===== src/rtl/mem_io_bridge.sv =====
// Memory/IO bridge behind the 16-bit multicycle CPU: block RAM pass-through, LED/switch/UART MMIO.
// Optional free-running cycle timer at 0xFF04 is built only when MMIO_TIMER_EN is defined.
module mem_io_bridge #(
    parameter int WIDTH        = 16,
    parameter int RAM_AW       = 14,
    parameter int SW_W         = 10,
    parameter int CLKS_PER_BIT = 434
) (
    input  logic              clk,
    input  logic              reset,
    input  logic              mem_wr,
    input  logic [WIDTH-1:0]  mem_addr,
    input  logic [WIDTH-1:0]  writedata,
    output logic [WIDTH-1:0]  mem_out,
    output logic [RAM_AW-1:0] ram_addr,
    output logic              ram_we,
    output logic [WIDTH-1:0]  ram_wdata,
    input  logic [WIDTH-1:0]  ram_rdata,
    input  logic [SW_W-1:0]   switches,
    output logic [SW_W-1:0]   leds,
    output logic              uart_tx
);

    localparam logic [WIDTH-1:0] RAM_LIMIT  = WIDTH'('hF000);
    localparam logic [WIDTH-1:0] ADDR_LED   = WIDTH'('hFF00);
    localparam logic [WIDTH-1:0] ADDR_SW    = WIDTH'('hFF01);
    localparam logic [WIDTH-1:0] ADDR_DATA  = WIDTH'('hFF02);
    localparam logic [WIDTH-1:0] ADDR_STAT  = WIDTH'('hFF03);
    localparam logic [WIDTH-1:0] ADDR_TIMER = WIDTH'('hFF04);
    localparam int CW = (CLKS_PER_BIT > 1) ? $clog2(CLKS_PER_BIT) : 1;

    typedef enum logic [1:0] {IDLE, START, DATA, STOP} uart_state_t;

    uart_state_t     state, state_nxt;
    logic [CW-1:0]   baud_cnt, baud_nxt;
    logic [2:0]      bit_cnt, bit_nxt;
    logic [7:0]      tx_byte, tx_byte_nxt;
    logic            overrun, overrun_nxt;
    logic            busy, baud_done;
    logic            uart_wr, stat_wr, led_wr;
    logic            sel_ram;
    logic [WIDTH-1:0] io_rdata, io_next;
    logic [SW_W-1:0] sw_meta, sw_sync;
`ifdef MMIO_TIMER_EN
    logic [WIDTH-1:0] timer;
`endif

    assign ram_addr  = mem_addr[RAM_AW-1:0];
    assign ram_wdata = writedata;
    assign ram_we    = mem_wr && (mem_addr < RAM_LIMIT);

    assign led_wr    = mem_wr && (mem_addr == ADDR_LED);
    assign uart_wr   = mem_wr && (mem_addr == ADDR_DATA);
    assign stat_wr   = mem_wr && (mem_addr == ADDR_STAT);
    assign busy      = (state != IDLE);
    assign baud_done = (baud_cnt == CW'(CLKS_PER_BIT - 1));

    // I/O read data is registered so every region shares the RAM's 1-cycle latency
    always_comb begin
        io_next = '0;
        case (mem_addr)
            ADDR_LED:   io_next = WIDTH'(leds);
            ADDR_SW:    io_next = WIDTH'(sw_sync);
            ADDR_STAT:  io_next = WIDTH'({overrun, busy});
`ifdef MMIO_TIMER_EN
            ADDR_TIMER: io_next = timer;
`endif
            default:    io_next = '0;
        endcase
    end

    assign mem_out = sel_ram ? ram_rdata : io_rdata;

    always_ff @(posedge clk or negedge reset) begin
        if (!reset) begin
            sel_ram  <= 1'b0;
            io_rdata <= '0;
            leds     <= '0;
            sw_meta  <= '0;
            sw_sync  <= '0;
        end else begin
            sel_ram  <= (mem_addr < RAM_LIMIT);
            io_rdata <= io_next;
            sw_meta  <= switches;
            sw_sync  <= sw_meta;
            if (led_wr)
                leds <= writedata[SW_W-1:0];
        end
    end

`ifdef MMIO_TIMER_EN
    always_ff @(posedge clk or negedge reset) begin
        if (!reset)
            timer <= '0;
        else if (mem_wr && (mem_addr == ADDR_TIMER))
            timer <= writedata;
        else
            timer <= timer + WIDTH'(1);
    end
`endif

    always_ff @(posedge clk or negedge reset) begin
        if (!reset) begin
            state    <= IDLE;
            baud_cnt <= '0;
            bit_cnt  <= '0;
            tx_byte  <= '0;
            overrun  <= 1'b0;
        end else begin
            state    <= state_nxt;
            baud_cnt <= baud_nxt;
            bit_cnt  <= bit_nxt;
            tx_byte  <= tx_byte_nxt;
            overrun  <= overrun_nxt;
        end
    end

    always_comb begin
        state_nxt   = state;
        baud_nxt    = baud_cnt;
        bit_nxt     = bit_cnt;
        tx_byte_nxt = tx_byte;
        uart_tx     = 1'b1;

        // set is evaluated after clear so a coincident set wins
        overrun_nxt = overrun;
        if (stat_wr)
            overrun_nxt = 1'b0;
        if (uart_wr && busy)
            overrun_nxt = 1'b1;

        case (state)
            IDLE: begin
                if (uart_wr) begin
                    tx_byte_nxt = writedata[7:0];
                    baud_nxt    = '0;
                    bit_nxt     = '0;
                    state_nxt   = START;
                end
            end
            START: begin
                uart_tx = 1'b0;
                if (baud_done) begin
                    baud_nxt  = '0;
                    state_nxt = DATA;
                end else begin
                    baud_nxt = baud_cnt + CW'(1);
                end
            end
            DATA: begin
                uart_tx = tx_byte[bit_cnt];
                if (baud_done) begin
                    baud_nxt = '0;
                    if (bit_cnt == 3'd7)
                        state_nxt = STOP;
                    else
                        bit_nxt = bit_cnt + 3'd1;
                end else begin
                    baud_nxt = baud_cnt + CW'(1);
                end
            end
            STOP: begin
                if (baud_done) begin
                    baud_nxt  = '0;
                    state_nxt = IDLE;
                end else begin
                    baud_nxt = baud_cnt + CW'(1);
                end
            end
            default: state_nxt = IDLE;
        endcase
    end

endmodule


===== config.mk =====
export PLATFORM = sky130hd
export DESIGN_NAME = mem_io_bridge
export DESIGN_NICKNAME = d
export VERILOG_FILES = /design/src/rtl/mem_io_bridge.sv
export SDC_FILE = /design/constraint.sdc
export NUM_CORES = 1
export LEC_CHECK = 0
export BUFFER_PORTS_ARGS = -buffer_cell sky130_fd_sc_hd__clkbuf_2
export CORE_MARGIN = 2
export CORE_UTILIZATION = 45
export DETAILED_ROUTE_END_ITERATION = 12
export PLACE_DENSITY = 0.75
export SLEW_MARGIN = 25
export SYNTH_ARGS = -nofsm -noshare
export SYNTH_HDL_FRONTEND = slang
export SYNTH_SLANG_ARGS = --single-unit

===== constraint.sdc =====
create_clock -name clk -period 2.05 [get_ports clk]
set_input_delay 0.1025 -clock clk [delete_from_list [all_inputs] [get_ports clk]]
set_output_delay 0.1025 -clock clk [all_outputs]
set_load 0.02 [all_outputs]

==> results of run 1 <==
-- cells by family (layout without fill, tap and decap cells) --
| group | Yosys count | after routing | share of synthesized area, % |
|---|---|---|---|
| simple gates | 60 | 60 | 10.4 |
| flops | 64 | 64 | 53.8 |
| fa+ha+maj | 8 | 8 | 3.36 |
| xor+xnor | 1 | 1 | 0.294 |
| compound gates | 31 | 31 | 6.31 |
| mux | 43 | 43 | 16.5 |
| buf+inv | 42 | 149 | 9.29 |
-- power by group --
part	internal (W)	leakage, nW	switching, W	total (W)
registers	0.00138	0.831	0.000125	0.00151
clock network	0.000426	0.0789	0.000454	0.000880
logic	0.000417	1.02	0.000498	0.000915
-- flip-flops by register name, indices dropped and copies added, names as in the netlist --
register and cells:
tx_byte 8, state 2, overrun 1, bit_cnt 3, io_rdata 10, leds 10
baud_cnt 9, sw_meta 10, sel_ram 1, sw_sync 10
-- final cells by class --
class / count / share of cell area [%]
Inverter: 4 / 0.401
Tap cell: 77 / 2.58
Clock buffer: 11 / 3.51
Clock inverter: 4 / 0.602
Multi-Input combinational cell: 143 / 29.9
Timing Repair Buffer: 130 / 20.1
Sequential cell: 64 / 42.8
-- how the worst min path moves through the flow --
stage | startpoint | end | cells after the start
6_report | mem_addr[15] | sel_ram | 2
4_1_cts | mem_addr[15] | sel_ram | 2
5_1_grt | mem_addr[15] | sel_ram | 2
3_5_place_dp | reset | sw_meta[6] | 2
2_1_floorplan | reset | baud_cnt[0] | 0
3_3_place_gp | reset | sw_meta[6] | 2
-- cells in the final DEF (no fill, tap or decap), drive strengths merged, types with 6 or more instances in the layout --
cell	netlist	layout
nor2	23	23
a21oi	6	6
clkbuf	4	117
mux2i	12	12
o21ai	14	14
and2	7	7
dlygate4sd3	0	12
nand2	11	11
buf	34	12
dfrtp	64	64
mux2	29	29
ha	8	8
-- critical path: cells and delay by family --
kind / cells / cell delay, ns
multiplexers: 1 / 0.36
AND/OR/NAND/NOR: 3 / 1.36
buffers and inverters: 2 / 0.33
-- layer usage --
metal / GRT usage, % / wire, µm / vias to the layer above
li1: - / - / 1040
met1: 23.0 / 2620 / 1020
met2: 29.2 / 2940 / 91
met3: 3.50 / 429 / 12
met4: 8.37 / 107 / 0
met5: 0 / 0 / -
-- repair_timing --
| item | 4_1_cts | 5_1_grt |
|---|---|---|
| gates resized for setup | 0 | 1 |
| endpoints found under the setup margin | 0 | 2 |
| hold buffers | 12 | 0 |
| endpoints found under the hold margin | 75 | 0 |
-- through the flow --
step	total power, W	setup TNS (ns)	hold slack [ns]	instance area (µm²)
after global placement	0.00240	-4.16	0.139	3460
after floorplan	0.00212	-0.849	-0.193	2990
after global routing	0.00352	0	0.0211	3740
after detailed placement	0.00242	-5.06	0.145	3460
final	0.00330	0	0.0198	3740
after CTS	0.00332	0	0.0114	3730
==> load_flow_metrics.sql, run 1 <==
INSERT INTO impl_metrics (metric_group, metric, value, unit) VALUES
('outcome', 'status', 'finished, final reports clean', ''),
('cts', 'cts-htree-levels', '3', ''),
('place', 'dp_cells', '406', ''),
('setup_path', 'critical_path.endpoint', 'leds[4]', ''),
('synth', 'synth-async-reset-ratio', '100', '%'),
('floorplanning', 'fp.dieArea', '0.00728', 'mm²'),
('setup_path', 'path_common_cell', 'sky130_fd_sc_hd__or4_1', ''),
('synth', 'yosys_register_bits', '64', ''),
('setup_path', 'timing.reg2reg.worst_path_depth', '8', ''),
('synth', 'synth_edf_count', '0', ''),
('grt', 'antenna_violations_before_repair', '0', ''),
('place', 'pre_cts_ws', '-0.242', 'ns'),
('setup_path', 'r2r_start', 'baud_cnt[1]', ''),
('final_layout', 'fillers', '543', ''),
('final_layout', 'footprint_of_the_multi_input_gates', '0.00112', 'mm²'),
('timing', 'final.min_clock_period', '1.93', 'ns'),
('synth', 'most_used_standard_cell_by_instance_count_after_synthesis', 'sky130_fd_sc_hd__dfrtp_1', ''),
('power', 'power.ir.vdd_worst', '423', 'µV'),
('grt', 'grt.total_usage', '17.9', '%'),
('route', 'remaining_drc_errors', '0', ''),
('power', 'power_density', '883', 'mW/mm²'),
('setup_path', 'cp_max_fo', '10', ''),
('setup_path', 'slowest_delay', '0.57', 'ns'),
('setup_path', 'path_cells', 'clkbuf_2, or4_1, or4_1, nor4b_2, buf_4, mux2_2', ''),
('synth', 'netlist_area', '0.00298', 'mm²'),
('worst_hold_path', 'class_of_the_tightest_hold_or_removal_check', 'in2reg', ''),
('route', 'drt_iter0_drc', '88', ''),
('route', 'via_per_inst', '5.00', ''),
('timing', 'setup_viols_final', '0', ''),
('timing', 'finalHoldViolations', '0', ''),
('timing', 'setup_ws', '0.124', 'ns'),
('grt', 'grt_max_degree', '65', ''),
('synth', 'synth_top_area_share', '53.8', '%'),
('setup_path', 'worst_ep_arrival_time', '2.14', 'ns'),
('place', 'io_buffers', '106', ''),
('synth', 'postSynth.topFlopCell', 'sky130_fd_sc_hd__dfrtp_1', ''),
('place', 'detailedPlacementHpwl', '4430', 'µm'),
('floorplanning', 'core_area', '0.00639', 'mm²'),
('route', 'vias', '2163', ''),
('setup_path', 'critPathRequiredTime', '2.27', 'ns'),
('route', 'wl_per_cell', '14.1', 'µm'),
('setup_path', 'critPathLaunchType', 'primary input', ''),
('cts', 'clk-insertion-delay-late', '0.34', 'ns'),
('job', 'timing.max_cap.violations', '0', ''),
('timing', 'rsz0062_at_grt', 'no', ''),
('timing', 'min_period_over_period', '93.9', '%'),
('synth', 'yosysWarningCount', '0', ''),
('synth', 'synth_fp_nets', '318', ''),
('setup_path', 'crit_start', 'mem_addr[5]', ''),
('final_layout', 'finalCoreUtilization', '58.6', '%'),
('cts', 'cts_root_buffer', 'sky130_fd_sc_hd__clkbuf_8', ''),
('synth', 'ys_top_cells_by_count', 'sky130_fd_sc_hd__dfrtp_1, sky130_fd_sc_hd__buf_4, sky130_fd_sc_hd__mux2_2', ''),
('cts', 'post_cts_setup_bufs', '0', ''),
('floorplanning', 'chipWidth', '85.3', 'µm'),
('timing', 'timing.clock.skew', '0.00690', 'ns'),
('place', 'gp_congestion', '0.724', ''),
('cts', 'clk_transition_reported_paths', '0.06', 'ns'),
('synth', 'synthesis.instances', '249', ''),
('final_layout', 'final_cell_count_no_fill', '433', ''),
('setup_path', 'reg2reg_setup_slack', '0.22', 'ns'),
('synth', 'post_synthesis_sequential_area_ratio', '53.8', '%'),
('setup_path', 'slowest_cell_on_crit_path', 'sky130_fd_sc_hd__or4_1', ''),
('grt', 'grt_pass1_wl', '10000', 'µm'),
('cts', 'clockBufferDepth', '2', ''),
('floorplanning', 'floorplan_row_count', '29', ''),
('cts', 'clock_sink_count', '64', ''),
('cts', 'tritoncts', 'built', ''),
('route', 'wl', '6100', 'µm'),
('final_layout', 'num-nets-final', '421', ''),
('synth', 'synthDominantAreaCellType', 'sky130_fd_sc_hd__dfrtp_1', ''),
('final_layout', 'num_antenna_cells', '0', '');
No activity file was read; power rests on OpenSTA's default activity.
==> inputs of run 2 (changes only) <==
==> constraint.sdc (replaced) <==
create_clock -name clk -period 2.05 [get_ports clk]
set_input_delay 0.41 -clock clk [delete_from_list [all_inputs] [get_ports clk]]
set_output_delay 0.41 -clock clk [all_outputs]
set_load 0.02 [all_outputs]
==> run 2 against run 1 <==
Compared with the run above:
- the flow now finishes with violations (negative setup slack)
- first-iteration DRC count is 36% lower
- setup slack worse by 0.28 ns
- critical endpoint is now leds[2]
- maximum frequency is 13% lower
- die area stayed put
- combinational power is 15% higher
- global-route usage is 0.17 points higher
- clock skew hardly changed
- highest routed layer unchanged
- utilization is 1.3 points higher
- routed wire length is 3.6% higher
- largest power group unchanged
==> load_flow_metrics.sql, run 2 (synthesis gave the netlist of run 1 again) <==
INSERT INTO impl_metrics (metric_group, metric, value, unit) VALUES
('setup_path', 'path_cells', 'buf_6, or4_4, or4_4, nor4b_2, buf_4, mux2_2', ''),
('cts', 'clk-insertion-delay-late', '0.34', 'ns'),
('cts', 'clock_sink_count', '64', ''),
('floorplanning', 'top_level_ports', '119', ''),
('final_layout', 'final_design_area_no_fill', '0.00382', 'mm²'),
('place', 'detailedPlacementHpwl', '4560', 'µm'),
('power', 'power.ir.vdd_worst', '626', 'µV'),
('route', 'drt_iter0_drc', '56', ''),
('grt', 'grt_overflow_total', '0', ''),
('final_layout', 'share_of_final_layout_standard_cells_stronger_than_drive_strength_1', '51.7', '%'),
('route', 'first_pass_iters', '4', ''),
('setup_path', 'critical_path.endpoint_type', 'flip-flop', ''),
('final_layout', 'fillers', '527', ''),
('cts', 'cts_root_buffer', 'sky130_fd_sc_hd__clkbuf_8', ''),
('final_layout', 'leading_cell_types_in_the_layout_fill_and_taps_excluded', 'sky130_fd_sc_hd__clkbuf_2, sky130_fd_sc_hd__dfrtp_1, sky130_fd_sc_hd__nor2_1', ''),
('timing', 'max-slew-margin-rel', '56.7', '%'),
('route', 'antenna_violating_nets_post_route', '0', ''),
('timing', 'min_period_over_period', '107', '%'),
('setup_path', 'critPathKind', 'in2reg', ''),
('final_layout', 'footprint_of_the_multi_input_gates', '0.00118', 'mm²'),
('final_layout', 'final_common_cell', 'sky130_fd_sc_hd__clkbuf_2', ''),
('final_layout', 'finalCoreUtilization', '59.9', '%'),
('floorplanning', 'dieHeight', '85.3', 'µm'),
('route', 'wl_per_cell', '14.8', 'µm'),
('floorplanning', 'chipWidth', '85.3', 'µm'),
('route', 'wl', '6310', 'µm'),
('cts', 'clockBufferDepth', '2', ''),
('worst_hold_path', 'class_of_the_tightest_hold_or_removal_check', 'in2async', ''),
('place', 'io_buffers', '106', ''),
('final_layout', 'syn_to_final_growth', '28.4', '%'),
('cts', 'tritoncts', 'built', ''),
('timing', 'rsz0062_at_grt', 'yes', ''),
('grt', 'number_of_global_route_vias_before_repair', '2181', ''),
('place', 'placedInstanceArea', '0.00347', 'mm²'),
('setup_path', 'slowest_delay', '0.53', 'ns'),
('final_layout', 'num-nets-final', '415', ''),
('grt', 'grt_pass1_wl', '9970', 'µm'),
('setup_path', 'cp_max_fo', '10', ''),
('outcome', 'failed_checks', 'negative setup slack', ''),
('setup_path', 'critPathRequiredTime', '2.27', 'ns'),
('cts', 'cts.hold.buffers_added', '0', ''),
('floorplanning', 'floorplan_row_count', '29', ''),
('timing', 'timing.clock.skew', '0.00665', 'ns'),
('floorplanning', 'start_util', '46.6', '%'),
('timing', 'final.min_clock_period', '2.20', 'ns'),
('cts', 'cts-htree-levels', '3', ''),
('setup_path', 'path_common_cell', 'sky130_fd_sc_hd__or4_4', ''),
('route', 'remaining_drc_errors', '0', ''),
('final_layout', 'num_antenna_cells', '0', ''),
('place', 'gp_congestion', '0.804', ''),
('route', 'via_per_inst', '5.13', ''),
('floorplanning', 'fp.dieArea', '0.00728', 'mm²'),
('final_layout', 'area.sequential', '0.00160', 'mm²'),
('outcome', 'status', 'finished with violations', ''),
('timing', 'finalHoldViolations', '0', ''),
('cts', 'cts_inserted_buffers', '9', ''),
('timing', 'slew_viol_final', '0', ''),
('route', 'vias', '2192', ''),
('grt', 'grt_max_degree', '65', ''),
('grt', 'antenna_violations_before_repair', '0', ''),
('power', 'power_density', '1010', 'mW/mm²'),
('setup_path', 'worst_ep_arrival_time', '2.42', 'ns'),
('timing', 'achievable-frequency', '454', 'MHz'),
('timing', 'setup_ws', '-0.151', 'ns'),
('cts', 'clk_transition_reported_paths', '0.07', 'ns'),
('timing', 'setup_viols_final', '23', ''),
('setup_path', 'critPathLaunchType', 'primary input', ''),
('timing', 'worst_pin_slew', '0.643', 'ns'),
('setup_path', 'slowest_cell_on_crit_path', 'sky130_fd_sc_hd__or4_4', ''),
('grt', 'grt.total_usage', '18.1', '%'),
('job', 'timing.max_cap.violations', '0', ''),
('power', 'leakage', '1.96', 'nW'),
('floorplanning', 'core_area', '0.00639', 'mm²');
-- run 2: worst max-delay path, delay by kind of cell --
kind | cells | cell delay [ns]
muxes | 1 | 0.36
buffers and inverters | 2 | 0.33
and+or+nand+nor | 3 | 1.31
-- run 2: report_power, final --
group / internal (W) / switching (W)
registers: 0.00138 / 0.000136
clock network: 0.000836 / 0.000452
logic: 0.000480 / 0.000567
total: 0.00270 / 0.00115
-- run 2: path summary, 6_finish.rpt --
| check | start | slack, ns | to | cells after the start |
|---|---|---|---|---|
| max in group asynchronous | reset | 1.70 | bit_cnt[0] | 2 |
| setup / recovery | mem_addr[5] | -0.15 | leds[2] | 6 |
| hold reg to reg | sw_meta[1] | 0.35 | sw_sync[1] | 0 |
| setup reg to reg | baud_cnt[1] | 0.20 | state[1] | 8 |
| hold / removal | reset | 0.08 | sw_meta[6] | 2 |
| min in group clk | switches[0] | 0.17 | sw_meta[0] | 1 |
-- run 2: per-stage QoR --
step	std cells	worst slack, ns	total power, W	hold slack (ns)	TNS (ns)
finish	427	-0.151	0.00385	0.0753	-2.59
detailed placement	408	-0.542	0.00243	0.335	-16.64
global placement	408	-0.527	0.00239	0.333	-16.01
floorplan	249	-0.364	0.00213	0.114	-9.75
global route	427	-0.177	0.00406	0.0931	-3.35
CTS	428	-0.128	0.00389	0.0838	-2.61
-- run 2: final cells by class --
cell class,count,area share [%]
clock buffer,12,3.80
clock inverter,3,2.36
inverter,4,0.393
multi-input combinational,143,30.8
sequential,64,41.9
tap,77,2.52
timing repair buffer,124,18.2
-- run 2: routing by layer --
metal | vias to the layer above | part of all wire (%) | GRT usage (%)
li1 | 1032 | - | -
met1 | 1068 | 40 | 20.7
met2 | 82 | 51 | 31.8
met3 | 10 | 6.0 | 3.70
met4 | 0 | 2.2 | 9.24
met5 | - | 0 | 0
-- run 2: timing repair --
| item | CTS | global route |
|---|---|---|
| endpoints found under the setup margin | 29 | 33 |
| gates resized for setup | 13 | 16 |
| setup buffers | 4 | 1 |
| cloned | 1 | 0 |
| pin swaps | 9 | 5 |
==> inputs of run 3 (changes only) <==
Clock period 2.05 ns to 2.4 ns, I/O delays scaled along.
==> run 3 against run 2 <==
Compared with the run above:
- the run now ends clean
- total power is 24% lower
- critical path depth rose by 1
- sequential power fell by 15%
- die area unchanged
- flip-flop and latch count stayed put
- clock power decreased by 29%
- global-route usage down 1.1 points
- clock skew fell by 0.00050 ns
- sequential share of layout area rose by 2.1 points
- hold slack gained 0.069 ns
- combinational power shrank 30%
- critical endpoint is now tx_byte[4]
- largest power group unchanged
==> load_flow_metrics.sql, run 3 (synthesis gave the netlist of run 1 again) <==
INSERT INTO impl_metrics (metric_group, metric, value, unit) VALUES
('setup_path', 'critPathRequiredTime', '2.62', 'ns'),
('grt', 'number_of_global_route_vias_before_repair', '2050', ''),
('grt', 'grtUsageMet2', '28.6', '%'),
('route', 'antenna_violating_nets_post_route', '0', ''),
('outcome', 'status', 'finished, final reports clean', ''),
('timing', 'slew_viol_final', '0', ''),
('cts', 'clockBufferDepth', '2', ''),
('setup_path', 'worstSetupPathDepth', '7', ''),
('power', 'seq_power_share', '43.8', '%'),
('power', 'internal_power', '0.00201', 'W'),
('setup_path', 'timing.reg2reg.worst_path_depth', '8', ''),
('cts', 'cts_inserted_buffers', '9', ''),
('final_layout', 'share_of_final_layout_standard_cells_stronger_than_drive_strength_1', '47.8', '%'),
('power', 'report.power.total', '0.00294', 'W'),
('setup_path', 'worst_ep_arrival_time', '2.51', 'ns'),
('floorplanning', 'floorplan_row_count', '29', ''),
('power', 'power_density', '807', 'mW/mm²'),
('job', 'timing.max_cap.violations', '0', ''),
('grt', 'grt.total_usage', '17.0', '%'),
('setup_path', 'path_cells', 'clkbuf_2, or4_1, or4_1, buf_4, nor4_4, buf_4, mux2_2', ''),
('timing', 'rsz0062_at_grt', 'no', ''),
('cts', 'clock_sink_count', '64', ''),
('setup_path', 'critical_path.endpoint_type', 'flip-flop', ''),
('setup_path', 'largest_delay_contributor_family_on_the_critical_path', 'simple AND/OR/NAND/NOR gates', ''),
('route', 'first_pass_iters', '4', ''),
('final_layout', 'final_common_cell', 'sky130_fd_sc_hd__clkbuf_2', ''),
('place', 'dp_cells', '404', ''),
('cts', 'clk_transition_reported_paths', '0.07', 'ns'),
('cts', 'clk-insertion-delay-late', '0.33', 'ns'),
('timing', 'setup_viols_final', '0', ''),
('timing', 'worst_pin_slew', '0.662', 'ns'),
('timing', 'finalHoldViolations', '0', ''),
('final_layout', 'num-nets-final', '407', ''),
('final_layout', 'final_cell_count_no_fill', '420', ''),
('setup_path', 'slowest_cell_on_crit_path', 'sky130_fd_sc_hd__or4_1', ''),
('final_layout', 'finalCoreUtilization', '57.0', '%'),
('setup_path', 'cp_max_fo', '8', ''),
('floorplanning', 'core_area', '0.00639', 'mm²'),
('route', 'drt_iter0_drc', '120', ''),
('floorplanning', 'top_level_ports', '119', ''),
('place', 'io_buffers', '106', ''),
('setup_path', 'reg2reg_setup_slack', '0.45', 'ns'),
('cts', 'cts-htree-levels', '3', ''),
('cts', 'cts.hold.buffers_added', '0', ''),
('grt', 'grt_overflow_total', '0', ''),
('timing', 'timing.clock.skew', '0.00615', 'ns'),
('grt', 'grt_pass1_wl', '9520', 'µm'),
('power', 'switching_power_of_the_nets', '0.000934', 'W'),
('final_layout', 'num_antenna_cells', '0', ''),
('grt', 'grt_util_met1', '20.8', '%'),
('cts', 'cts_resized', '0', ''),
('setup_path', 'slowest_delay', '0.57', 'ns'),
('final_layout', 'syn_to_final_growth', '22.3', '%'),
('timing', 'final.min_clock_period', '2.29', 'ns'),
('power', 'comb_power_share', '25.2', '%'),
('power', 'clock_share_of_power', '31.0', '%'),
('cts', 'cts_root_buffer', 'sky130_fd_sc_hd__clkbuf_8', ''),
('setup_path', 'crit_start', 'mem_addr[5]', ''),
('grt', 'antenna_violations_before_repair', '0', ''),
('route', 'wl', '5900', 'µm'),
('power', 'power.ir.vdd_worst', '343', 'µV'),
('setup_path', 'critPathKind', 'in2reg', ''),
('route', 'remaining_drc_errors', '0', ''),
('floorplanning', 'dieHeight', '85.3', 'µm'),
('worst_hold_path', 'class_of_the_tightest_hold_or_removal_check', 'in2async', ''),
('floorplanning', 'chipWidth', '85.3', 'µm'),
('timing', 'max-slew-margin-rel', '55.3', '%'),
('final_layout', 'leading_cell_types_in_the_layout_fill_and_taps_excluded', 'sky130_fd_sc_hd__clkbuf_2, sky130_fd_sc_hd__dfrtp_1, sky130_fd_sc_hd__mux2_2', ''),
('floorplanning', 'start_util', '46.6', '%'),
('place', 'gp_congestion', '0.821', ''),
('setup_path', 'critPathBufInv', '3', ''),
('place', 'detailedPlacementHpwl', '4470', 'µm'),
('route', 'wl_per_cell', '14.0', 'µm'),
('route', 'vias', '2151', ''),
('power', 'switching_power_as_a_share_of_total_power', '31.8', '%'),
('cts', 'tritoncts', 'built', ''),
('grt', 'met3_usage', '4.57', '%'),
('setup_path', 'critPathLaunchType', 'primary input', ''),
('timing', 'min_period_over_period', '95.6', '%'),
('final_layout', 'fillers', '547', ''),
('route', 'via_per_inst', '5.12', ''),
('floorplanning', 'fp.dieArea', '0.00728', 'mm²'),
('grt', 'grt_most_used_layer', 'met2', ''),
('power', 'leakage', '1.88', 'nW'),
('cts', 'post_cts_setup_bufs', '0', ''),
('grt', 'grt_max_degree', '65', ''),
('timing', 'achievable-frequency', '436', 'MHz'),
('setup_path', 'r2r_start', 'baud_cnt[1]', '');
run 3: cell types whose count changed in the layout (fill, tap and decap cells not counted), moves of 4 or more:
cell	delta
sky130_fd_sc_hd__mux2_4	-7
sky130_fd_sc_hd__buf_6	-4
sky130_fd_sc_hd__o21ai_0	+6
sky130_fd_sc_hd__mux2_2	+7
sky130_fd_sc_hd__buf_4	-5
sky130_fd_sc_hd__o21ai_2	-5
run 3: worst register-to-register path: stages, from the launching register on:
cell                       delay [ns]
sky130_fd_sc_hd__dfrtp_1         0.41
sky130_fd_sc_hd__inv_1           0.07
sky130_fd_sc_hd__ha_1            0.14
sky130_fd_sc_hd__nand4b_1        0.13
sky130_fd_sc_hd__o41ai_1         0.57
sky130_fd_sc_hd__buf_4           0.24
sky130_fd_sc_hd__nor2_1          0.04
sky130_fd_sc_hd__o21ai_0         0.13
sky130_fd_sc_hd__o21ai_0         0.10
run 3: per-stage QoR:
stage / setup WS [ns] / cell area [µm²] / hold WS, ns / setup TNS, ns
detailed placement: -0.260 / 3440 / 0.335 / -5.26
global placement: -0.229 / 3440 / 0.333 / -4.84
finish: 0.106 / 3640 / 0.144 / 0
global route: 0.000799 / 3640 / 0.161 / 0
CTS: 0.0732 / 3640 / 0.158 / 0
floorplan: -0.0835 / 2990 / 0.184 / -1.37
run 3: cell type report:
cell class                      count  area (µm²)  share of cell area [%]
Multi-Input combinational cell    143        1110                    30.5
Sequential cell                    64        1600                    44.0
Timing Repair Buffer              116         618                    17.0
Tap cell                           77        96.3                    2.65
Clock inverter                      5        56.3                    1.55
Clock buffer                       11         141                    3.88
Inverter                            4        15.0                   0.412
run 3: layer usage:
layer | vias up | share of wire (%)
met1 | 1041 | 42
met2 | 89 | 50
li1 | 1013 | -
met5 | - | 0
met4 | 0 | 1.7
met3 | 8 | 6.6
run 3: path summary, 6_finish.rpt:
check / end
hold reg to reg: sw_sync[9]
hold / removal: sw_sync[6]
setup / recovery: tx_byte[4]
max in group asynchronous: state[0]
setup reg to reg: baud_cnt[2]
min in group clk: sw_meta[6]
run 3: power by group through the flow:
stage	clock, W	sequential (W)	combinational [W]
finish	0.000912	0.00129	0.000740
global placement	0	0.00130	0.000720
global route	0.000988	0.00131	0.000826
floorplan	0	0.00128	0.000540
detailed placement	0	0.00131	0.000747
CTS	0.000936	0.00129	0.000748
